[config.mk]
export PLATFORM = sky130hd
export DESIGN_NAME = event_sequencer
export DESIGN_NICKNAME = d
export VERILOG_FILES = /design/src/rtl/event_sequencer.sv
export SDC_FILE = /design/constraint.sdc
export NUM_CORES = 1
export LEC_CHECK = 0
export ABC_AREA = 1
export ABC_CLOCK_PERIOD_IN_PS = 5200
export BUFFER_PORTS_ARGS = -buffer_cell sky130_fd_sc_hd__buf_2
export CAP_MARGIN = 20
export CORE_UTILIZATION = 38
export DETAILED_ROUTE_END_ITERATION = 6
export PLACE_DENSITY = 0.57
export SETUP_SLACK_MARGIN = 0.05
export SYNTH_ARGS = -nofsm -noshare
export SYNTH_HDL_FRONTEND = slang
export SYNTH_SLANG_ARGS = --single-unit
[constraint.sdc]
create_clock -name clk -period 5.2 [get_ports clk]
set_clock_uncertainty 0.15 [all_clocks]
set_input_delay 1.04 -clock clk [delete_from_list [all_inputs] [get_ports clk]]
set_output_delay 1.04 -clock clk [all_outputs]
set_load 0.01 [all_outputs]
[src/rtl/event_sequencer.sv]
// Event sequencer: turns key presses, periodic fall ticks and arrow auto-repeat
// into sticky event flags that the consumer acknowledges bit by bit.
module event_sequencer #(
    parameter int unsigned FALL_BASE    = 50_000_000,
    parameter int unsigned REPEAT_DELAY = 30_000_000,
    parameter int unsigned REPEAT_RATE  = 8_000_000
) (
    input  logic       clk,
    input  logic       rst_n,
    input  logic [4:0] key_pulse,
    input  logic [4:0] key_hold,
    input  logic [1:0] level,
    input  logic       enable,
    input  logic [5:0] event_received,
    output logic [5:0] event_out
);
    typedef enum logic [1:0] {IDLE, DELAY, REPEAT} rep_state_t;

    localparam logic [31:0] FALL_BASE_W = 32'(FALL_BASE);
    localparam logic [31:0] DELAY_LAST  = 32'(REPEAT_DELAY - 1);
    localparam logic [31:0] RATE_LAST   = 32'(REPEAT_RATE - 1);

    rep_state_t  state, state_next;
    logic [31:0] rep_cnt, rep_cnt_next;
    logic [31:0] fall_cnt, fall_cnt_next;
    logic [31:0] fall_period;
    logic [1:0]  level_q;
    logic        fall_fire, fall_restart;
    logic [2:0]  arrow_pulse, arrow_hold, rep_fire;
    logic [5:0]  set_vec;
    logic        unused_hold;

    assign arrow_pulse = key_pulse[3:1];
    assign arrow_hold  = key_hold[3:1];
    assign unused_hold = ^{key_hold[4], key_hold[0]};

    // Auto-repeat: a fresh arrow press always re-arms the initial delay.
    always_comb begin
        state_next   = state;
        rep_cnt_next = rep_cnt;
        rep_fire     = 3'b000;
        case (state)
            IDLE: begin
                if (|arrow_pulse) begin
                    state_next   = DELAY;
                    rep_cnt_next = '0;
                end
            end
            DELAY, REPEAT: begin
                if (|arrow_pulse) begin
                    state_next   = DELAY;
                    rep_cnt_next = '0;
                end else if (arrow_hold == 3'b000) begin
                    state_next   = IDLE;
                    rep_cnt_next = '0;
                end else if (rep_cnt >= ((state == DELAY) ? DELAY_LAST : RATE_LAST)) begin
                    state_next   = REPEAT;
                    rep_cnt_next = '0;
                    rep_fire     = arrow_hold;
                end else begin
                    rep_cnt_next = rep_cnt + 32'd1;
                end
            end
            default: begin
                state_next   = IDLE;
                rep_cnt_next = '0;
            end
        endcase
    end

    // A manual or repeated drop restarts the fall period so no fall follows it at once.
    always_comb begin
        fall_period   = FALL_BASE_W >> level;
        fall_restart  = (level != level_q) | key_pulse[1] | rep_fire[0];
        fall_fire     = 1'b0;
        fall_cnt_next = fall_cnt;
        if (fall_restart) begin
            fall_cnt_next = '0;
        end else if (enable) begin
            if (fall_cnt >= fall_period - 32'd1) begin
                fall_cnt_next = '0;
                fall_fire     = 1'b1;
            end else begin
                fall_cnt_next = fall_cnt + 32'd1;
            end
        end
    end

    assign set_vec = {key_pulse[4], fall_fire, arrow_pulse | rep_fire, key_pulse[0]};

    always_ff @(posedge clk or negedge rst_n) begin
        if (!rst_n) begin
            state     <= IDLE;
            rep_cnt   <= '0;
            fall_cnt  <= '0;
            level_q   <= 2'd0;
            event_out <= '0;
        end else begin
            state     <= state_next;
            rep_cnt   <= rep_cnt_next;
            fall_cnt  <= fall_cnt_next;
            level_q   <= level;
            event_out <= (event_out & ~event_received) | set_vec;
        end
    end
endmodule

==> flow_summary.html, run 1 <==
<table>
<tr><th>Metric</th><th>Value</th></tr>
<tr><th colspan="2">Placement</th></tr>
<tr><td>Placed insts</td><td>949</td></tr>
<tr><td>Detailed placer's ending HPWL</td><td>roughly 9 mm</td></tr>
<tr><td>Number of port buffers</td><td>24</td></tr>
<tr><td>Routability-driven placement congestion ratio</td><td>slightly above 0.9</td></tr>
<tr><th colspan="2">Timing</th></tr>
<tr><td>Aggregate negative setup slack</td><td>0 ns</td></tr>
<tr><td>Unrepaired setup endpoints after global routing</td><td>no</td></tr>
<tr><td>Post-layout minimum cycle time</td><td>roughly 3.4 ns</td></tr>
<tr><td>Final period utilization</td><td>between 60% and 70%</td></tr>
<tr><td>Final worst hold slack</td><td>approximately 0.34 ns</td></tr>
<tr><td>Actual slew at the worst max-slew pin</td><td>~0.96 ns</td></tr>
<tr><td>Number of failing setup endpoints in the final timing report</td><td>0</td></tr>
<tr><td>Worst rel slew slack</td><td>between 30% and 40%</td></tr>
<tr><td>Number of hold violations in the final report</td><td>0</td></tr>
<tr><td>Max-slew violations</td><td>0</td></tr>
<tr><td>Top achievable clock speed</td><td>between 200 and 300 MHz</td></tr>
<tr><th colspan="2">Drt</th></tr>
<tr><td>DR DRC count</td><td>0</td></tr>
<tr><td>Total iterations of the first detailed-routing run</td><td>5</td></tr>
<tr><td>Remaining number of nets flagged by the antenna check after routing</td><td>0</td></tr>
<tr><td>Drt initial violations</td><td>~440</td></tr>
<tr><td>Detailed-route wire length per cell</td><td>13.0 um</td></tr>
<tr><td>Final wirelength</td><td>12.5 mm</td></tr>
<tr><td>Number of vias per cell</td><td>slightly above 5</td></tr>
<tr><td>Total via count after detailed routing</td><td>4899</td></tr>
<tr><th colspan="2">Min path</th></tr>
<tr><td>Min-delay worst type</td><td>register to register</td></tr>
<tr><th colspan="2">Power and ir drop</th></tr>
<tr><td>Leak pwr</td><td>about 0.0029 uW</td></tr>
<tr><td>Internal power</td><td>a little over 1000 uW</td></tr>
<tr><td>Relative contribution of the clock network to total power</td><td>approximately 44%</td></tr>
<tr><td>Switching component of the power</td><td>~400 uW</td></tr>
<tr><td>Combinational fraction of design power</td><td>13.6%</td></tr>
<tr><td>Worst VDD drop</td><td>approximately 0.20 mV</td></tr>
<tr><td>Seq pwr share</td><td>a little over two fifths</td></tr>
<tr><td>Switching power share of the total</td><td>~28%</td></tr>
<tr><td>Ratio of total power to cell area</td><td>242 mW/mm^2</td></tr>
<tr><th colspan="2">Job</th></tr>
<tr><td>Number of max-cap violations</td><td>0</td></tr>
<tr><th colspan="2">Critical path</th></tr>
<tr><td>Worst path required time</td><td>5.27 ns</td></tr>
<tr><td>Element type at the critical path start</td><td>input pin</td></tr>
<tr><td>Critical path arrival</td><td>about 3.5 ns</td></tr>
<tr><td>Critical path fanouts, max</td><td>28</td></tr>
<tr><td>Crit Path Class</td><td>input pin to register</td></tr>
<tr><td>Capturing element type of the critical path</td><td>register</td></tr>
<tr><th colspan="2">Floorplanning</th></tr>
<tr><td>Starting utilization of the core area</td><td>about 39%</td></tr>
<tr><td>Die Height</td><td>between 100 and 150 um</td></tr>
<tr><td>Total I/O pin count</td><td>27</td></tr>
<tr><td>Floorplan die width</td><td>about 120 um</td></tr>
<tr><td>Placement row count</td><td>42</td></tr>
<tr><td>Die footprint</td><td>0.0144 mm^2</td></tr>
<tr><td>Core Footprint</td><td>roughly 0.013 mm^2</td></tr>
<tr><th colspan="2">Clocking</th></tr>
<tr><td>Clk sinks</td><td>74</td></tr>
<tr><td>Maximum buffer depth of the clock tree</td><td>2</td></tr>
<tr><td>Number of buffers inserted by hold repair at cts</td><td>0</td></tr>
<tr><td>Total CTS buffers</td><td>9</td></tr>
<tr><td>CTS H-tree depth</td><td>3</td></tr>
<tr><td>CTS tree</td><td>done</td></tr>
<tr><td>Clock latency of the later-clocked register in the worst-skew pair</td><td>between 0.3 and 0.4 ns</td></tr>
<tr><td>Root Buffer Master</td><td>sky130_fd_sc_hd__clkbuf_16</td></tr>
<tr><td>Post-CTS sizing</td><td>0</td></tr>
<tr><td>CTS clk-pin slew, worst paths</td><td>about 0.060 ns</td></tr>
<tr><td>Buffers inserted by post-CTS timing repair</td><td>0</td></tr>
<tr><th colspan="2">Synthesis</th></tr>
<tr><td>Mapped Cells</td><td>approximately 770</td></tr>
<tr><td>Yosys warning total</td><td>0</td></tr>
<tr><td>Number of nets in the synthesized netlist</td><td>around 820</td></tr>
<tr><td>Number of distinct library cells after synthesis</td><td>37</td></tr>
<tr><td>Seq/Total Area, Yosys</td><td>35.1%</td></tr>
<tr><td>Post-synthesis register bit count</td><td>74</td></tr>
<tr><td>Average size of a mapped cell</td><td>between 6 and 7 um^2</td></tr>
<tr><td>Area of the mapped netlist</td><td>approximately 0.0053 mm^2</td></tr>
<tr><th colspan="2">Final layout</th></tr>
<tr><td>Fraction of layout instances using a drive strength above 1</td><td>between 7 and 8%</td></tr>
<tr><td>Area growth, synth to finish</td><td>10.3%</td></tr>
<tr><td>Area taken by flip-flops and latches</td><td>around 0.0019 mm^2</td></tr>
<tr><td>Post-layout nets</td><td>about 840</td></tr>
<tr><td>Multi-input gate area</td><td>between 0.002 and 0.003 mm^2</td></tr>
<tr><td>Number of inserted filler cells in the final layout</td><td>roughly 1400</td></tr>
<tr><td>Final Util</td><td>between 40 and 50%</td></tr>
<tr><td>Fin cells</td><td>between 900 and 1000</td></tr>
<tr><th colspan="2">Global route</th></tr>
<tr><td>Global-route wire length before repair</td><td>approximately 22 mm</td></tr>
<tr><td>Pin count of the biggest net entering global routing</td><td>between 70 and 80</td></tr>
<tr><td>Initial antenna violation count</td><td>1</td></tr>
<tr><td>Via count of the first global-routing pass</td><td>between 4000 and 5000</td></tr>
<tr><td>Aggregate global-route resource usage</td><td>a little under a fifth</td></tr>
<tr><td>GR Overflow Total</td><td>0</td></tr>
<tr><th colspan="2">Outcome</th></tr>
<tr><td>Status</td><td>finished clean</td></tr>
</table>
[logic make-up (layout without fill, tap and decap cells)]
logic type | Yosys count | in the layout | share of synthesized area [%]
AO/OA/AOI/OAI | 39 | 39 | 4.71
XOR/XNOR | 25 | 25 | 4.15
adder cells (fa/ha/maj) | 33 | 33 | 7.82
buffers and inverters | 132 | 154 | 10.2
flip-flops | 74 | 74 | 35.1
other | 1 | 2 | 0.0710
AND/OR/NAND/NOR | 463 | 463 | 38.0
[flip-flops by register name, summed over array words and instances, names as in the netlist]
name and cells:
fall_cnt 32, rep_cnt 32, event_out 6, level_q 2, state 2
[synth_stat cells (all sizes together)]
cell type | instances | area, um^2
a21o | 4 | 30.0
a21oi | 11 | 62.6
a31o | 1 | 8.76
a31oi | 1 | 6.26
buf | 17 | 106
clkbuf | 3 | 11.3
clkinv | 2 | 7.51
conb | 1 | 3.75
dfrtp | 74 | 1850
ha | 33 | 413
inv | 110 | 413
nand2 | 199 | 757
nand3 | 73 | 378
nand3b | 3 | 22.5
nand4 | 38 | 238
nor2 | 123 | 472
nor3 | 24 | 120
nor3b | 1 | 7.51
nor4 | 2 | 12.5
o211ai | 3 | 22.5
o21ai | 11 | 58.8
o21bai | 5 | 37.5
o22ai | 1 | 6.26
o31ai | 1 | 7.51
o41ai | 1 | 8.76
xnor2 | 4 | 35.0
xor2 | 21 | 184
[worst max-delay path: stages]
cell                      delay (ns)
sky130_fd_sc_hd__buf_2          0.18
sky130_fd_sc_hd__nor2_1         0.30
sky130_fd_sc_hd__inv_1          0.08
sky130_fd_sc_hd__ha_1           0.29
sky130_fd_sc_hd__ha_1           0.31
sky130_fd_sc_hd__nand2_1        0.06
sky130_fd_sc_hd__nor2_1         0.09
sky130_fd_sc_hd__nand2_1        0.06
sky130_fd_sc_hd__nand3_1        0.11
sky130_fd_sc_hd__nand3_1        0.08
sky130_fd_sc_hd__nand2_1        0.10
sky130_fd_sc_hd__nand2_1        0.07
sky130_fd_sc_hd__nand2_2        0.43
sky130_fd_sc_hd__nor2_1         0.09
sky130_fd_sc_hd__nand3_1        0.10
sky130_fd_sc_hd__nand2_1        0.06
[cell type report]
type	count	share of cell area, %
flip-flops and latches	74	31.8
clock buffers	9	3.87
clock inverters	7	1.33
multi-input cells	561	49.6
diodes	1	0.0429
well taps	176	3.78
inverters	112	7.21
repair buffers	26	2.36
[cell usage in the layout (no fill, tap or decap), drive strengths merged]
master / synthesis / layout
nand2: 199 / 199
xor2: 21 / 21
nor2: 123 / 123
conb: 1 / 1
nor3b: 1 / 1
o22ai: 1 / 1
clkbuf: 3 / 9
bufinv: 0 / 1
a31oi: 1 / 1
nand3b: 3 / 3
xnor2: 4 / 4
o211ai: 3 / 3
dfrtp: 74 / 74
a21o: 4 / 4
nand4: 38 / 38
inv: 110 / 111
nor3: 24 / 24
diode: 0 / 1
o41ai: 1 / 1
nand3: 73 / 73
clkinv: 2 / 6
nor4: 2 / 2
ha: 33 / 33
o21ai: 11 / 11
clkinvlp: 0 / 1
o31ai: 1 / 1
o21bai: 5 / 5
a21oi: 11 / 11
a31o: 1 / 1
buf: 17 / 26
[per-stage QoR]
| stage | total power, uW | setup WS [ns] | area (um^2) |
|---|---|---|---|
| 4_1_cts | 1440 | 1.82 | 5820 |
| 5_1_grt | 1490 | 1.61 | 5830 |
| 6_report | 1410 | 1.81 | 5830 |
| 3_5_place_dp | 799 | 1.46 | 5520 |
| 3_3_place_gp | 793 | 1.46 | 5520 |
| 2_1_floorplan | 736 | 2.01 | 5280 |
[power groups by stage]
stage	clock [uW]	sequential, uW	combinational (uW)
floorplan	0	605	131
global route	671	596	224
finish	625	595	191
detailed placement	0	605	194
global placement	0	604	188
CTS	651	595	195
[routing by layer]
| layer | up-vias | track usage [%] | wire (um) |
|---|---|---|---|
| li1 | 2485 | - | - |
| met3 | 14 | 4.71 | 549 |
| met1 | 2298 | 25.4 | 6010 |
| met2 | 102 | 30.7 | 5830 |
| met4 | 0 | 5.31 | 154 |
| met5 | - | 0 | 0 |
[final timing paths]
path / from / to / slack (ns) / cells past startpoint
max reg2reg: state[1] / rep_cnt[25] / 2.03 / 15
max in group asynchronous: rst_n / fall_cnt[12] / 3.58 / 1
min reg2reg: event_out[4] / event_out[4] / 0.34 / 2
min in group asynchronous: rst_n / rep_cnt[16] / 0.69 / 1
min: event_out[4] / event_out[4] / 0.34 / 2
max: level[1] / fall_cnt[5] / 1.81 / 16
Power figures use the tool's default switching activity.
==> run 2, diff against run 1 <==
--- a/config.mk
+++ b/config.mk
@@ -6,12 +6,12 @@
 export NUM_CORES = 1
 export LEC_CHECK = 0
 export ABC_AREA = 1
-export ABC_CLOCK_PERIOD_IN_PS = 5200
+export ABC_CLOCK_PERIOD_IN_PS = 2930
 export BUFFER_PORTS_ARGS = -buffer_cell sky130_fd_sc_hd__buf_2
 export CAP_MARGIN = 20
 export CORE_UTILIZATION = 38
 export DETAILED_ROUTE_END_ITERATION = 6
-export PLACE_DENSITY = 0.57
+export PLACE_DENSITY = 0.59
 export SETUP_SLACK_MARGIN = 0.05
 export SYNTH_ARGS = -nofsm -noshare
 export SYNTH_HDL_FRONTEND = slang
==> constraint.sdc (replaced) <==
create_clock -name clk -period 2.93 [get_ports clk]
set_clock_uncertainty 0.15 [all_clocks]
set_input_delay 0.586 -clock clk [delete_from_list [all_inputs] [get_ports clk]]
set_output_delay 0.586 -clock clk [all_outputs]
set_load 0.01 [all_outputs]
==> run 2 against run 1 <==
- via count decreased by 0.29%
- combinational power increased by 92%
- global-route usage increased by 0.74 points
- largest cell class unchanged
- critical path depth unchanged
- non-clock buffer count increased by 10
- highest routed layer unchanged
- largest power group unchanged
- register-to-register slack got worse by 1.7 ns
- sequential share of layout area decreased by 0.84 points
- hold slack got worse by 0.078 ns
- power increased by 87%
- final area increased by 2.7%
- first-iteration DRC count decreased by 22%
- clock-buffer cell count increased by 1
==> flow_summary.html, run 2 (same netlist as run 1, synthesis figures left out) <==
<table>
<tr><th>Metric</th><th>Value</th></tr>
<tr><th colspan="2">Drt</th></tr>
<tr><td>Total iterations of the first detailed-routing run</td><td>5</td></tr>
<tr><td>Final wirelength</td><td>~13 mm</td></tr>
<tr><td>Total via count after detailed routing</td><td>around 4900</td></tr>
<tr><td>Detailed-route wire length per cell</td><td>between 10 and 15 um</td></tr>
<tr><td>Number of vias per cell</td><td>5.01</td></tr>
<tr><td>Drt initial violations</td><td>roughly 340</td></tr>
<tr><td>DR DRC count</td><td>0</td></tr>
<tr><td>Remaining number of nets flagged by the antenna check after routing</td><td>0</td></tr>
<tr><th colspan="2">Job</th></tr>
<tr><td>Number of max-cap violations</td><td>0</td></tr>
<tr><th colspan="2">Power and ir drop</th></tr>
<tr><td>Combinational fraction of design power</td><td>13.9%</td></tr>
<tr><td>Switching power share of the total</td><td>a little over a quarter</td></tr>
<tr><td>Leak pwr</td><td>0.00299 uW</td></tr>
<tr><td>Worst VDD drop</td><td>about 0.37 mV</td></tr>
<tr><td>Relative contribution of the clock network to total power</td><td>roughly 46%</td></tr>
<tr><td>Tot Pwr</td><td>between 2000 and 3000 uW</td></tr>
<tr><td>Internal power</td><td>around 1900 uW</td></tr>
<tr><td>Seq pwr share</td><td>between 30 and 40%</td></tr>
<tr><td>Switching component of the power</td><td>713 uW</td></tr>
<tr><td>Ratio of total power to cell area</td><td>441 mW/mm^2</td></tr>
<tr><th colspan="2">Final layout</th></tr>
<tr><td>Number of antenna repair diodes</td><td>0</td></tr>
<tr><td>Leading cell types in the layout, fill and taps excluded</td><td>sky130_fd_sc_hd__nand2_1 (195), sky130_fd_sc_hd__nor2_1 (121), sky130_fd_sc_hd__inv_1 (105)</td></tr>
<tr><td>Post-layout nets</td><td>848</td></tr>
<tr><td>Fin cells</td><td>about 1000</td></tr>
<tr><td>Largest registers</td><td>fall_cnt: 32 flops, rep_cnt: 32 flops, event_out: 6 flops</td></tr>
<tr><td>Fraction of layout instances using a drive strength above 1</td><td>8.51%</td></tr>
<tr><td>Area growth, synth to finish</td><td>13.3%</td></tr>
<tr><td>Most frequent standard cell in the layout excluding fill and tap cells</td><td>sky130_fd_sc_hd__nand2_1</td></tr>
<tr><th colspan="2">Clocking</th></tr>
<tr><td>CTS clk-pin slew, worst paths</td><td>approximately 0.060 ns</td></tr>
<tr><td>Buffers inserted by post-CTS timing repair</td><td>0</td></tr>
<tr><td>Maximum buffer depth of the clock tree</td><td>2</td></tr>
<tr><td>CTS H-tree depth</td><td>3</td></tr>
<tr><td>Clock latency of the later-clocked register in the worst-skew pair</td><td>~0.34 ns</td></tr>
<tr><td>Root Buffer Master</td><td>sky130_fd_sc_hd__clkbuf_16</td></tr>
<tr><td>Clk sinks</td><td>74</td></tr>
<tr><td>CTS tree</td><td>done</td></tr>
<tr><td>Total CTS buffers</td><td>9</td></tr>
<tr><th colspan="2">Timing</th></tr>
<tr><td>Top achievable clock speed</td><td>roughly 380 MHz</td></tr>
<tr><td>Final worst hold slack</td><td>0.260 ns</td></tr>
<tr><td>Worst rel slew slack</td><td>between 30 and 40%</td></tr>
<tr><td>Number of failing setup endpoints in the final timing report</td><td>0</td></tr>
<tr><td>Aggregate negative setup slack</td><td>0 ns</td></tr>
<tr><td>Post-layout minimum cycle time</td><td>about 2.6 ns</td></tr>
<tr><td>Max-slew violations</td><td>0</td></tr>
<tr><td>Unrepaired setup endpoints after global routing</td><td>no</td></tr>
<tr><td>Final period utilization</td><td>89.6%</td></tr>
<tr><td>Actual slew at the worst max-slew pin</td><td>~0.99 ns</td></tr>
<tr><td>Number of hold violations in the final report</td><td>0</td></tr>
<tr><th colspan="2">Critical path</th></tr>
<tr><td>Critical path fanouts, max</td><td>29</td></tr>
<tr><td>Worst path required time</td><td>a little over 3 ns</td></tr>
<tr><td>Element type at the critical path start</td><td>register</td></tr>
<tr><td>Crit Path Class</td><td>register to register</td></tr>
<tr><td>Critical path arrival</td><td>roughly 2.7 ns</td></tr>
<tr><td>Capturing element type of the critical path</td><td>register</td></tr>
<tr><th colspan="2">Placement</th></tr>
<tr><td>Detailed placer's ending HPWL</td><td>9.18 mm</td></tr>
<tr><td>Placed insts</td><td>between 900 and 1000</td></tr>
<tr><td>Number of port buffers</td><td>24</td></tr>
<tr><td>Routability-driven placement congestion ratio</td><td>around 0.86</td></tr>
<tr><th colspan="2">Global route</th></tr>
<tr><td>Aggregate global-route resource usage</td><td>19.8%</td></tr>
<tr><td>Via count of the first global-routing pass</td><td>roughly 4800</td></tr>
<tr><td>Pin count of the biggest net entering global routing</td><td>75</td></tr>
<tr><td>GR Overflow Total</td><td>0</td></tr>
<tr><td>Global-route wire length before repair</td><td>22.5 mm</td></tr>
<tr><td>Initial antenna violation count</td><td>0</td></tr>
<tr><th colspan="2">Outcome</th></tr>
<tr><td>Status</td><td>finished clean</td></tr>
<tr><th colspan="2">Min path</th></tr>
<tr><td>Min-delay worst type</td><td>input pin to asynchronous set/reset pin</td></tr>
<tr><th colspan="2">Floorplanning</th></tr>
<tr><td>Placement row count</td><td>between 40 and 50</td></tr>
<tr><td>Die footprint</td><td>~0.014 mm^2</td></tr>
<tr><td>Starting utilization of the core area</td><td>between 30% and 40%</td></tr>
<tr><td>Floorplan die width</td><td>between 100 and 150 um</td></tr>
<tr><td>Core Footprint</td><td>roughly 0.013 mm^2</td></tr>
<tr><td>Total I/O pin count</td><td>27</td></tr>
<tr><td>Die Height</td><td>roughly 120 um</td></tr>
</table>
## run 2: cell types whose count changed in the layout (fill, tap and decap cells not counted)
cell | before | now
sky130_fd_sc_hd__a21oi_2 | 2 | 1
sky130_fd_sc_hd__a21oi_4 | 0 | 1
sky130_fd_sc_hd__buf_12 | 0 | 4
sky130_fd_sc_hd__buf_4 | 3 | 9
sky130_fd_sc_hd__bufinv_16 | 1 | 2
sky130_fd_sc_hd__clkbuf_8 | 0 | 1
sky130_fd_sc_hd__clkinv_4 | 3 | 0
sky130_fd_sc_hd__clkinvlp_4 | 1 | 2
sky130_fd_sc_hd__diode_2 | 1 | 0
sky130_fd_sc_hd__inv_2 | 5 | 4
sky130_fd_sc_hd__inv_4 | 0 | 1
## run 2: what timing repair did
item | CTS | global route
hold buffers | 0 | 0
resized for setup | 0 | 2
setup endpoints to repair | 0 | 5
## run 2: per-stage QoR
step	area (um^2)	setup WS, ns	utilization (%)
6_report	5980	0.306	44.7
5_1_grt	5980	0.0498	44.7
4_1_cts	5970	0.239	44.6
3_5_place_dp	5650	0.0989	42.1
3_3_place_gp	5650	0.126	42.1
2_1_floorplan	5280	0.197	-
## run 2: critical path: stages (launching register included)
cell and delay, ns:
sky130_fd_sc_hd__dfrtp_1 0.40, sky130_fd_sc_hd__inv_1 0.11, sky130_fd_sc_hd__ha_1 0.22, sky130_fd_sc_hd__inv_4 0.08, sky130_fd_sc_hd__ha_1 0.29, sky130_fd_sc_hd__nand2_1 0.09
sky130_fd_sc_hd__inv_1 0.04, sky130_fd_sc_hd__a21oi_1 0.13, sky130_fd_sc_hd__nand2_1 0.06, sky130_fd_sc_hd__clkinv_1 0.04, sky130_fd_sc_hd__nand2_1 0.07, sky130_fd_sc_hd__nand2_2 0.08
sky130_fd_sc_hd__nand3_4 0.12, sky130_fd_sc_hd__a21oi_4 0.18, sky130_fd_sc_hd__buf_12 0.19, sky130_fd_sc_hd__nand2_1 0.15, sky130_fd_sc_hd__nor2_1 0.15
## run 2: power by group through the flow
stage	registers, uW	clock network [uW]	logic (uW)
2_1_floorplan	1070	0	233
3_3_place_gp	1070	0	354
3_5_place_dp	1070	0	366
4_1_cts	1050	1260	368
5_1_grt	1060	1290	427
6_report	1050	1220	366
## run 2: worst paths after layout
path / cells after the start / slack, ns / start / endpoint
min in group clk: 2 / 0.27 / event_received[5] / event_out[5]
max reg2reg: 16 / 0.31 / state[1] / fall_cnt[31]
max in group asynchronous: 1 / 1.75 / rst_n / fall_cnt[10]
max: 16 / 0.31 / state[1] / fall_cnt[31]
min: 1 / 0.26 / rst_n / rep_cnt[14]
min reg2reg: 2 / 0.32 / event_out[4] / event_out[4]
## run 2: cell type report
class / count / area (um^2)
Tap cell: 176 / 220
Fill cell: 1395 / 7420
Sequential cell: 74 / 1850
Inverter: 112 / 423
Timing Repair Buffer: 36 / 263
Clock inverter: 6 / 88.8
Clock buffer: 10 / 239
Multi-Input combinational cell: 561 / 2900
## run 2: metal layers
layer | vias up | wire, um | GRT usage (%)
met1 | 2250 | 5990 | 25.9
li1 | 2513 | - | -
met5 | - | 0 | 0
met2 | 97 | 6010 | 32.0
met4 | 0 | 287 | 8.44
met3 | 25 | 543 | 3.71
